===== src/rtl/spi_master_multi.sv =====
// SPI master with configurable word width, runtime CPOL/CPHA, multiple chip selects with
// burst CS hold, and an optional chip-ready wait (MISO low after CS) with timeout abort.
module spi_master_multi #(
  parameter int unsigned DATA_W   = 8,
  parameter int unsigned CLK_DIV  = 4,
  parameter int unsigned NUM_CS   = 2,
  parameter int unsigned CS_W     = 1,
  parameter int unsigned READY_TO = 1024
) (
  input  logic              clk,
  input  logic              rst,
  input  logic              start,
  input  logic [DATA_W-1:0] data_in,
  input  logic [CS_W-1:0]   cs_sel,
  input  logic              cpol,
  input  logic              cpha,
  input  logic              hold_cs,
  input  logic              wait_rdy,
  input  logic              miso,
  output logic              mosi,
  output logic              sck,
  output logic [NUM_CS-1:0] cs_n,
  output logic [DATA_W-1:0] data_out,
  output logic              busy,
  output logic              done,
  output logic              rdy_timeout
);

  localparam int unsigned DivW  = $clog2(CLK_DIV + 1);
  localparam int unsigned EdgeW = $clog2(2 * DATA_W + 1);
  localparam int unsigned TmrW  = $clog2(READY_TO + 1);

  typedef enum logic [2:0] {StIdle, StCsGap, StCsSetup, StReadyWait, StShift, StCsHold} state_e;

  state_e            state_q, state_d;
  logic [DivW-1:0]   cnt_q, cnt_d;
  logic [EdgeW-1:0]  edge_q, edge_d;
  logic [TmrW-1:0]   tmr_q, tmr_d;
  logic [DATA_W-1:0] tx_q, tx_d, rx_q, rx_d, data_out_q, data_out_d;
  logic [CS_W-1:0]   sel_q, sel_d;
  logic [NUM_CS-1:0] cs_n_q, cs_n_d;
  logic cpol_q, cpol_d, cpha_q, cpha_d, hold_q, hold_d, wait_q, wait_d;
  logic cs_held_q, cs_held_d, miso_q, miso_d, sck_q, sck_d, mosi_q, mosi_d;
  logic busy_q, busy_d, done_q, done_d, rdy_to_q, rdy_to_d;
  logic div_tick, lead;

  function automatic logic [NUM_CS-1:0] cs_low(input logic [CS_W-1:0] sel);
    logic [NUM_CS-1:0] m;
    m = '1;
    for (int i = 0; i < int'(NUM_CS); i++) begin
      if (int'(sel) == i) m[i] = 1'b0;
    end
    return m;
  endfunction

  assign div_tick = (cnt_q == DivW'(CLK_DIV - 1));
  assign lead     = ~edge_q[0];

  always_comb begin
    state_d    = state_q;
    cnt_d      = cnt_q;
    edge_d     = edge_q;
    tmr_d      = tmr_q;
    tx_d       = tx_q;
    rx_d       = rx_q;
    data_out_d = data_out_q;
    sel_d      = sel_q;
    cs_n_d     = cs_n_q;
    cpol_d     = cpol_q;
    cpha_d     = cpha_q;
    hold_d     = hold_q;
    wait_d     = wait_q;
    cs_held_d  = cs_held_q;
    miso_d     = miso;
    sck_d      = sck_q;
    mosi_d     = mosi_q;
    busy_d     = busy_q;
    done_d     = 1'b0;
    rdy_to_d   = rdy_to_q;
    case (state_q)
      StIdle: begin
        sck_d  = cpol_q;
        mosi_d = 1'b0;
        busy_d = 1'b0;
        if (start) begin
          sel_d     = cs_sel;
          cpol_d    = cpol;
          cpha_d    = cpha;
          hold_d    = hold_cs;
          wait_d    = wait_rdy;
          sck_d     = cpol;
          // cpha=0 presents the MSB before the first edge; cpha=1 shifts it out on the first edge
          tx_d      = cpha ? data_in : (data_in << 1);
          mosi_d    = cpha ? 1'b0 : data_in[DATA_W-1];
          busy_d    = 1'b1;
          rdy_to_d  = 1'b0;
          cs_held_d = 1'b0;
          cnt_d     = '0;
          edge_d    = '0;
          if (cs_held_q && (cs_sel != sel_q)) begin
            cs_n_d  = '1;
            state_d = StCsGap;
          end else begin
            cs_n_d  = cs_low(cs_sel);
            state_d = StCsSetup;
          end
        end
      end
      StCsGap: begin
        cnt_d = cnt_q + 1'b1;
        if (div_tick) begin
          cnt_d   = '0;
          cs_n_d  = cs_low(sel_q);
          state_d = StCsSetup;
        end
      end
      StCsSetup: begin
        cnt_d = cnt_q + 1'b1;
        if (div_tick) begin
          cnt_d   = '0;
          tmr_d   = '0;
          state_d = wait_q ? StReadyWait : StShift;
        end
      end
      StReadyWait: begin
        if (!miso_q) begin
          cnt_d   = '0;
          state_d = StShift;
        end else if (tmr_q == TmrW'(READY_TO - 1)) begin
          cs_n_d    = '1;
          cs_held_d = 1'b0;
          rdy_to_d  = 1'b1;
          done_d    = 1'b1;
          mosi_d    = 1'b0;
          state_d   = StIdle;
        end else begin
          tmr_d = tmr_q + 1'b1;
        end
      end
      StShift: begin
        cnt_d = cnt_q + 1'b1;
        if (div_tick) begin
          cnt_d  = '0;
          sck_d  = ~sck_q;
          edge_d = edge_q + 1'b1;
          if (lead ^ cpha_q) begin
            rx_d = {rx_q[DATA_W-2:0], miso};
          end else begin
            mosi_d = tx_q[DATA_W-1];
            tx_d   = tx_q << 1;
          end
          if (edge_q == EdgeW'(2 * DATA_W - 1)) state_d = StCsHold;
        end
      end
      StCsHold: begin
        cnt_d = cnt_q + 1'b1;
        if (div_tick) begin
          cnt_d      = '0;
          if (!hold_q) cs_n_d = '1;
          cs_held_d  = hold_q;
          data_out_d = rx_q;
          done_d     = 1'b1;
          mosi_d     = 1'b0;
          state_d    = StIdle;
        end
      end
      default: state_d = StIdle;
    endcase
  end

  always_ff @(posedge clk or posedge rst) begin
    if (rst) begin
      state_q    <= StIdle;
      cnt_q      <= '0;
      edge_q     <= '0;
      tmr_q      <= '0;
      tx_q       <= '0;
      rx_q       <= '0;
      data_out_q <= '0;
      sel_q      <= '0;
      cs_n_q     <= '1;
      cpol_q     <= 1'b0;
      cpha_q     <= 1'b0;
      hold_q     <= 1'b0;
      wait_q     <= 1'b0;
      cs_held_q  <= 1'b0;
      miso_q     <= 1'b0;
      sck_q      <= 1'b0;
      mosi_q     <= 1'b0;
      busy_q     <= 1'b0;
      done_q     <= 1'b0;
      rdy_to_q   <= 1'b0;
    end else begin
      state_q    <= state_d;
      cnt_q      <= cnt_d;
      edge_q     <= edge_d;
      tmr_q      <= tmr_d;
      tx_q       <= tx_d;
      rx_q       <= rx_d;
      data_out_q <= data_out_d;
      sel_q      <= sel_d;
      cs_n_q     <= cs_n_d;
      cpol_q     <= cpol_d;
      cpha_q     <= cpha_d;
      hold_q     <= hold_d;
      wait_q     <= wait_d;
      cs_held_q  <= cs_held_d;
      miso_q     <= miso_d;
      sck_q      <= sck_d;
      mosi_q     <= mosi_d;
      busy_q     <= busy_d;
      done_q     <= done_d;
      rdy_to_q   <= rdy_to_d;
    end
  end

  assign mosi        = mosi_q;
  assign sck         = sck_q;
  assign cs_n        = cs_n_q;
  assign data_out    = data_out_q;
  assign busy        = busy_q;
  assign done        = done_q;
  assign rdy_timeout = rdy_to_q;

endmodule


===== config.mk =====
export PLATFORM = sky130hd
export DESIGN_NAME = spi_master_multi
export DESIGN_NICKNAME = d
export VERILOG_FILES = /design/src/rtl/spi_master_multi.sv
export SDC_FILE = /design/constraint.sdc
export NUM_CORES = 1
export LEC_CHECK = 0
export ABC_AREA = 1
export BUFFER_PORTS_ARGS = -buffer_cell sky130_fd_sc_hd__buf_2
export CORE_MARGIN = 5
export CORE_UTILIZATION = 40
export DETAILED_ROUTE_END_ITERATION = 7
export PLACE_DENSITY = 0.55
export SYNTH_ARGS = -nofsm -noshare
export SYNTH_HDL_FRONTEND = slang
export SYNTH_SLANG_ARGS = --single-unit

===== constraint.sdc =====
create_clock -name clk -period 2.8 [get_ports clk]
set_input_delay 0.84 -clock clk [delete_from_list [all_inputs] [get_ports clk]]
set_output_delay 0.84 -clock clk [all_outputs]
set_load 0.005 [all_outputs]

# Word level (Yosys, flattened, before mapping)
# Cells that the tools add are included.
[word_totals]
ff_bits = 60
inputBits = 17
n_memories = 0
output_inout_bits = 15
mem_bits_rw = 0
latch_bits = 0
romBits = 0
[op_classes]
n_mul = 0
mux = 61
add_sub_neg = 3
magnitude_cmp = 0
bitwise = 3
n_shift = 0
div = 0
n_reduce_logical = 23
eq_ne = 22
[op_table]
columns = ["operator", "count"]
rows = [
  ["$mux W3", 12],
  ["$mux W11", 3],
  ["$mux W8", 4],
  ["$ne A2 B2 Y1 const B", 12],
  ["$pmux W11 S2", 1],
  ["$mux W1", 21],
  ["$pmux W3 S6", 1],
  ["$mux W2", 8],
  ["$pmux W8 S2", 1],
  ["$reduce_and A7 Y1", 2],
  ["$reduce_and A4 Y1", 3],
  ["$add A11 B1 Y11 const B", 1],
  ["$eq A11 B10 Y1 const B", 1],
  ["$mux W5", 2],
  ["$pmux W5 S2", 1],
  ["$eq A3 B2 Y1 const B", 3],
  ["$pmux W3 S3", 1],
  ["$reduce_and A3 Y1", 3],
  ["$pmux W2 S4", 1],
  ["$reduce_bool A4 Y1", 2],
  ["$eq A3 B3 Y1 const B", 2],
  ["$pmux W1 S2", 3],
  ["$reduce_and A2 Y1", 3],
  ["$reduce_and A6 Y1", 1],
  ["other kinds (16)", 20],
]

# Longest topological paths before layout
# Gate-level depths: netlist of the first run.
[depth]
ltp_word = 5
depth_mapped = 11
ltp_nobuf = 10

# Worst setup path after synthesis of the first run
# OpenSTA, ideal clock, no wires.
[synth_path]
kind = "input to register"
from = "input port cpha"
to = "register tx_q[1]"
setup_ns = 0.123
arrival_time_ns = 1.521
stages = 6
path_slack_ns = 1.157
cell_sequence = "clkbuf_1 > inv_1 > nand2_1 > o21ai_0 > mux2i_1 > o21ai_1"
[synth_between]
elab_chain_len = 3
[synth_lines]
columns = ["element", "line", "source"]
rows = [
  ["from (decl)", "16", "input logic cpha,"],
  ["$mux W8", "93", "tx_d = cpha ? data_in : (data_in << 1);"],
  ["$mux W8", "85", "if (start) begin"],
  ["$pmux W8 S2", "80", "case (state_q)"],
  ["to (signal assigned)", "198", "tx_q <= tx_d;"],
  ["to (decl)", "39", "logic [DATA_W-1:0] tx_q, tx_d, rx_q, rx_d, data_out_q, data_out_d;"],
]
# Every way passes these cells. The select of a mux whose other input is x is not followed.
# A chain may end at the register's enable or synchronous reset.

# Worst setup path after layout of the first run
[layout_path]
from = "register state_q[2]"
to = "register rx_q[6]"
[layout_between]
elab_chain_len = 2
[layout_lines]
columns = ["element", "line", "source"]
rows = [
  ["from (decl)", "35", "state_e state_q, state_d;"],
  ["from (signal assigned)", "173", "state_q <= StIdle;"],
  ["from (signal assigned)", "194", "state_q <= state_d;"],
  ["$eq A3 B3 Y1", "80", ""],
  ["$reduce_and A3 Y1 (no source line)", "--", ""],
  ["to (signal assigned)", "199", "rx_q <= rx_d;"],
  ["to (decl)", "39", ""],
]
# Every way passes these cells.

==> results of run 1 <==
[metal layers]
metal  GRT usage  vias to the layer above  part of all wire
met5           0                        -                 0
met4     0.05803                        0             0.011
met3     0.03266                        7             0.027
met2      0.2411                       42              0.47
met1      0.2177                     1287              0.49
li1            -                     1432                 -
[cell usage in the layout (no fill, tap or decap), types with 5 or more instances in the layout]
cell type	n
nand4_1	7
nor2_1	34
buf_2	31
nand2_1	129
o21ai_1	14
a21oi_1	7
nand2_2	5
xor2_1	6
o21ai_0	29
clkbuf_8	9
inv_1	47
dfrtp_1	58
o21ai_2	7
nand3_1	39
mux2i_1	6
[worst max-delay path by stage]
stage               startpoint  endpoint  slack, ns  depth (start not counted)
floorplan                  rst      busy       0.48                          1
global placement    state_q[0]   rx_q[0]       0.79                          7
detailed placement  state_q[1]   rx_q[6]       0.71                          7
CTS                 state_q[0]   rx_q[6]       0.69                          7
global route        state_q[2]   rx_q[0]       0.51                          6
finish              state_q[2]   rx_q[6]       0.70                          6
[tightest hold or removal path, delay by kind of cell (launching register included)]
kind	cells	cell delay, ns
flip-flops	1	0.37
AND/OR/NAND/NOR	2	0.09
[logic make-up after synthesis]
family | Yosys count
AND/OR/NAND/NOR | 228
buffers and inverters | 63
flip-flops | 60
AO/OA/AOI/OAI | 59
XOR/XNOR | 6
multiplexers | 6
adder cells (fa/ha/maj) | 4
[where the power goes]
group	internal, mW	leakage (nW)	switching (mW)
logic	0.371	1.05	0.754
clock network	0.505	0.110	0.373
registers	1.08	0.794	0.156
total	1.96	1.95	1.28
[sequential cells by signal (all words and copies together) (netlist names), 2 cells and up]
register  cells
tmr_q        11
data_out      8
rx_q          8
tx_q          8
edge_q        5
cnt_q         3
state_q       3
cs_n          2
[area by class of cell]
class | count | area (um2)
sequential | 60 | 1504
fill | 836 | 4380
clock buffer | 9 | 123.9
clock inverter | 7 | 98.84
multi-input combinational | 303 | 1483
timing repair buffer | 32 | 175.2
inverter | 52 | 196.4
tap | 105 | 131.4
==> metrics.md, run 1 <==
| Metric | Value |
|---|---|
| Std cell rows | `33` |
| Chip height | `100.3 um` |
| Compound-cell area share of the yosys netlist | `0.1004` |
| CP top delay family | `simple AND/OR/NAND/NOR gates` |
| Top cell by count, worst path | `nand2_2` |
| RSZ-0062 raised after global routing | `false` |
| Cell count after placement | `between 500 and 600` |
| Max-cap violations | `0` |
| Wirelength, routed | `between 7000 and 8000 um` |
| Synth top area cells | `dfrtp_1 (44%), nand2_1 (15%), nand3_1 (6.0%), inv_1 (5.5%), o21ai_0 (4.4%)` |
| Vias | `2,768` |
| Hold worst-path end | `cs_n[0]` |
| Setup Skew | `0.008821 ns` |
| Overall routing resource usage | `0.1567` |
| Element type at the critical path end | `flop` |
| Post-CTS setup buffers | `0` |
| IO buf count | `31` |
| Largest net degree at the start of global routing | `61` |
| Worst setup margin | `0.6964 ns` |
| Starting Density | `0.4034` |
| Worst R2R End | `rx_q[6]` |
| Clock Sinks | `60` |
| Yosys top cell by area | `dfrtp_1` |
| Req. time, crit path | `3.06 ns` |
| Mux cell area share after synthesis | `0.01840` |
| DR pass1 iterations | `4` |
| Min Hold Slack | `0.4585 ns` |
| Initial antenna violation count | `0` |
| Residual DRC | `0` |
| Distinct cells, synth | `31` |
| Post-route cell area | `about 3700 um2` |
| Hpwl dp | `5211 um` |
| Syn_area_per_cell | `7.663 um2` |
| Post-synthesis sequential area ratio | `0.4607` |
| Synth top cells by count | `nand2_1 (129), dfrtp_1 (58), inv_1 (48)` |
| XOR/XNOR Fraction of Synth Area | `0.01610` |
| Hold depth | `2` |
| Path type of the worst setup path | `reg -> reg` |
| Post-DP Area | `3490 um2` |
| Worst Hold Class | `reg -> reg` |
| Hold Startpoint | `cs_n[0]` |
| Worst Path Buf+Inv | `1` |
| First-pass GRT wire length | `12,600 um` |
| Power density over the cells | `872.4 nW/um2` |
| Die Width | `100.3 um` |
| Clock period minus worst slack | `2.104 ns` |
| Clock root buffer | `clkbuf_8` |
| Skew-Pair Late Insertion Delay | `0.34 ns` |
| CTS hold repair buffers | `0` |
| Hold Fails Final Rpt | `0` |
| Total power | `between 3 and 4 mW` |
| Antenna Nets Post-Route | `0` |
| Max transition margin | `0.5699` |
| Top cell type's share of synthesized area | `0.4446` |
| Diode count | `0` |
| Critical Path Fanout Max | `16` |
| Post-Route Setup TNS | `0 ns` |
| Worst Path Arrival | `2.37 ns` |
| Crit path launch type | `flop` |
| Layout area overhead | `13.72%` |
| Adder-cell share of the synthesized area | `0.01533` |
| Yosys warnings | `0` |
| Ys async rst share | `1.000` |
| Sequence of cells on the critical path | `nand2_2, clkinv_2, nand2_2, or2_1, nand2_1, o21ai_2` |
| Final Non-Filler Cells | `around 570` |
| CTS tree | `done` |
| Post-Synth Simple-Gate Area | `0.3039` |
| Gr ovfl total | `0` |
| Total I/O pin count | `32` |
| CTS max path bufs | `2` |
| CTS resizes | `0` |
| Period utilisation layout | `0.7513` |
| Reg2Reg Depth | `6` |
| Die area | `10,070 um2` |
| Layout cells sized above 1 | `0.1598` |
| Final Net Count | `479` |
| Max Freq | `~480 MHz` |
| DRT iter0 DRCs | `113` |
| Setup violators final | `0` |
| Slowest cell on crit path | `or2_1` |
| FF+latch count, synth | `60` |
| Via-to-Cell Ratio | `4.873` |
| FF-to-FF setup slack | `roughly 0.70 ns` |
| Max-slew violation count | `0` |
| Max H-tree Level | `3` |
| Clock slew at reported path FFs | `approximately 0.070 ns` |
| Cells after synthesis | `426` |
| Finished Core Util | `0.4587` |
| Status | `finished, final reports clean` |
| CP max stage delay | `0.56 ns` |
| WL/cell | `12.62 um` |
| VDD IR-drop max | `about 0.49 mV` |
| Slew @ Worst Pin | `0.6451 ns` |
| Pre-CTS setup slack | `0.7091 ns` |
| GPL Wtd Cong | `about 0.86` |
| Synth Net Count | `447` |
| Count leader, synth | `nand2_1` |
| Ys flop type | `dfrtp_1` |
| Post-synth EDFFs | `0` |
| CTS Buf Count | `9` |
| Largest family of logic cells by synthesized area | `simple AND/OR/NAND/NOR gates` |
| Leakage Power | `1.951 nW` |
| Core Region | `8093 um2` |
| Synth Cell Area | `3264 um2` |
| Vias in the first global route | `about 2,600` |
| Worst flop-to-flop path startpoint | `state_q[2]` |
(Power assumes the default switching activity.)
==> inputs of run 2 (changes only) <==
--- a/config.mk
+++ b/config.mk
@@ -10,7 +10,7 @@
 export CORE_MARGIN = 5
 export CORE_UTILIZATION = 40
 export DETAILED_ROUTE_END_ITERATION = 7
-export PLACE_DENSITY = 0.55
+export PLACE_DENSITY = 0.57
 export SYNTH_ARGS = -nofsm -noshare
 export SYNTH_HDL_FRONTEND = slang
 export SYNTH_SLANG_ARGS = --single-unit
==> constraint.sdc (replaced) <==
create_clock -name clk -period 1.7 [get_ports clk]
set_input_delay 0.51 -clock clk [delete_from_list [all_inputs] [get_ports clk]]
set_output_delay 0.51 -clock clk [all_outputs]
set_load 0.005 [all_outputs]
==> metrics.md, run 2 (same netlist as run 1, synthesis figures left out) <==
| Metric | Value |
|---|---|
| Diode count | `0` |
| Via-to-Cell Ratio | `around 4.8` |
| Final Non-Filler Cells | `about 590` |
| Chip height | `roughly 100 um` |
| Hold Fails Final Rpt | `0` |
| IO buf count | `31` |
| Worst flop-to-flop path startpoint | `cnt_q[0]` |
| CP top delay family | `simple AND/OR/NAND/NOR gates` |
| Req. time, crit path | `~1.9 ns` |
| Vias | `2,808` |
| VDD IR-drop max | `0.6488 mV` |
| Worst Hold Class | `in -> async` |
| Initial antenna violation count | `0` |
| CTS Buf Count | `9` |
| Skew-Pair Late Insertion Delay | `0.34 ns` |
| Starting Density | `0.4034` |
| Std cell rows | `33` |
| Path type of the worst setup path | `reg -> reg` |
| Clock period minus worst slack | `around 1.6 ns` |
| Clock slew at reported path FFs | `0.07 ns` |
| Hpwl dp | `5212 um` |
| Slew @ Worst Pin | `0.3259 ns` |
| Total I/O pin count | `32` |
| DRT iter0 DRCs | `168` |
| WL/cell | `12.28 um` |
| Die area | `roughly 10,000 um2` |
| Leakage Power | `a little over 2 nW` |
| Largest register by flop count | `tmr_q` |
| DR pass1 iterations | `5` |
| Layout cells sized above 1 | `0.2079` |
| Antenna Nets Post-Route | `0` |
| Power density over the cells | `1469 nW/um2` |
| Setup violators final | `0` |
| Die Width | `100.3 um` |
| Status | `finished, final reports clean` |
| Largest net degree at the start of global routing | `61` |
| Reg2Reg Depth | `9` |
| Sequence of cells on the critical path | `ha_1, nand2_1, buf_4, nand2_1, nand2_1, nor2_4, nand2_4, nand2_1, nand2_1` |
| Wirelength, routed | `7198 um` |
| Core Region | `8093 um2` |
| Gr ovfl total | `0` |
| GPL Wtd Cong | `0.8855` |
| CTS max path bufs | `2` |
| Final Net Count | `497` |
| Max-cap violations | `0` |
| CTS tree | `done` |
| Max reg flops | `11` |
| Slowest cell on crit path | `dfrtp_1` |
| Critical Path Fanout Max | `14` |
| Worst R2R End | `tmr_q[3]` |
| Most frequent cells in the layout | `nand2_1 (129), dfrtp_1 (56), inv_1 (45), nand3_1 (39), nor2_1 (32)` |
| Max Freq | `around 630 MHz` |
| Crit path launch type | `flop` |
| Overall routing resource usage | `0.1538` |
| Post-route cell area | `3911 um2` |
| Post-DP Area | `3621 um2` |
| CP max stage delay | `0.37 ns` |
| Clock root buffer | `clkbuf_8` |
| Worst Path Arrival | `1.82 ns` |
| Period utilisation layout | `0.9346` |
| Leading cell type in the layout, fill and taps excluded | `nand2_1` |
| Layout area overhead | `19.82%` |
| Residual DRC | `0` |
| Max transition margin | `0.7827` |
| Worst Path Buf+Inv | `1` |
| First-pass GRT wire length | `12,390 um` |
| FF-to-FF setup slack | `0.11 ns` |
| Cell count after placement | `between 500 and 600` |
| Max H-tree Level | `3` |
| Top cell by count, worst path | `nand2_1` |
| CP Launch Point | `cnt_q[0]` |
| Max-slew violation count | `0` |
| Vias in the first global route | `~2,600` |
| Element type at the critical path end | `flop` |
| Setup Skew | `0.008929 ns` |
| Clock Sinks | `60` |
## run 2: cell count changes in the layout (fill, tap and decap cells not counted), sizes merged
cell and delta:
bufinv +1, clkinv -1, clkbuf +1, buf +18, clkinvlp +2, inv -3
## run 2: per-stage QoR
step	setup WS (ns)	hold slack, ns	total power, mW	setup TNS [ns]	util
after floorplan	0.1520	0.4459	3.462	0	-
after global placement	0.01858	0.4495	4.028	0	0.4474
after detailed placement	-0.02650	0.4508	4.070	-0.1015	0.4474
after CTS	0.001678	0.2585	5.707	0	0.4785
after global routing	-0.01187	0.2917	6.220	-0.03177	0.4833
final	0.1112	0.2534	5.747	0	0.4833
## run 2: worst max path at each step
stage               cells past startpoint  slack [ns]  endpoint
floorplan                               8        0.15  tmr_q[0]
global placement                        7        0.02   rx_q[0]
detailed placement                      7       -0.03   rx_q[4]
CTS                                     9       0.002  tmr_q[2]
global route                            9       -0.01  tmr_q[8]
finish                                  9        0.11  tmr_q[3]
## run 2: per-layer routing
| layer | track usage | up-vias | part of all wire | routed length (um) |
|---|---|---|---|---|
| li1 | - | 1471 | - | - |
| met1 | 0.2147 | 1265 | 0.50 | 3594 |
| met2 | 0.2385 | 66 | 0.45 | 3224 |
| met3 | 0.03822 | 6 | 0.042 | 301 |
| met4 | 0.04145 | 0 | 0.011 | 78 |
| met5 | 0 | - | 0 | 0 |
## run 2: timing repair
action	in CTS	in global routing
pin swaps	0	3
hold buffers	0	0
setup buffers	0	1
setup endpoints to repair	9	32
gates resized for setup	2	10
## run 2: power breakdown
group,switching [mW],total [mW],internal [mW]
Sequential,0.233,2.02,1.78
Combinational,1.34,2.14,0.791
Clock,0.582,1.59,1.01
## run 2: area by class of cell
cell class              instances  area (um2)
inverters                      52       203.9
multi-input cells             303        1510
clock buffers                  10       137.6
well taps                     105       131.4
fillers                       806        4182
flip-flops and latches         60        1506
repair buffers                 50       310.3
clock inverters                 6       111.4
## run 2: worst register-to-register path: cells and delay by family (launching register included)
family,cells,cell delay (ns)
adders and majority gates,1,0.17
and+or+nand+nor,7,0.75
DFF,1,0.37
buffers and inverters,1,0.18
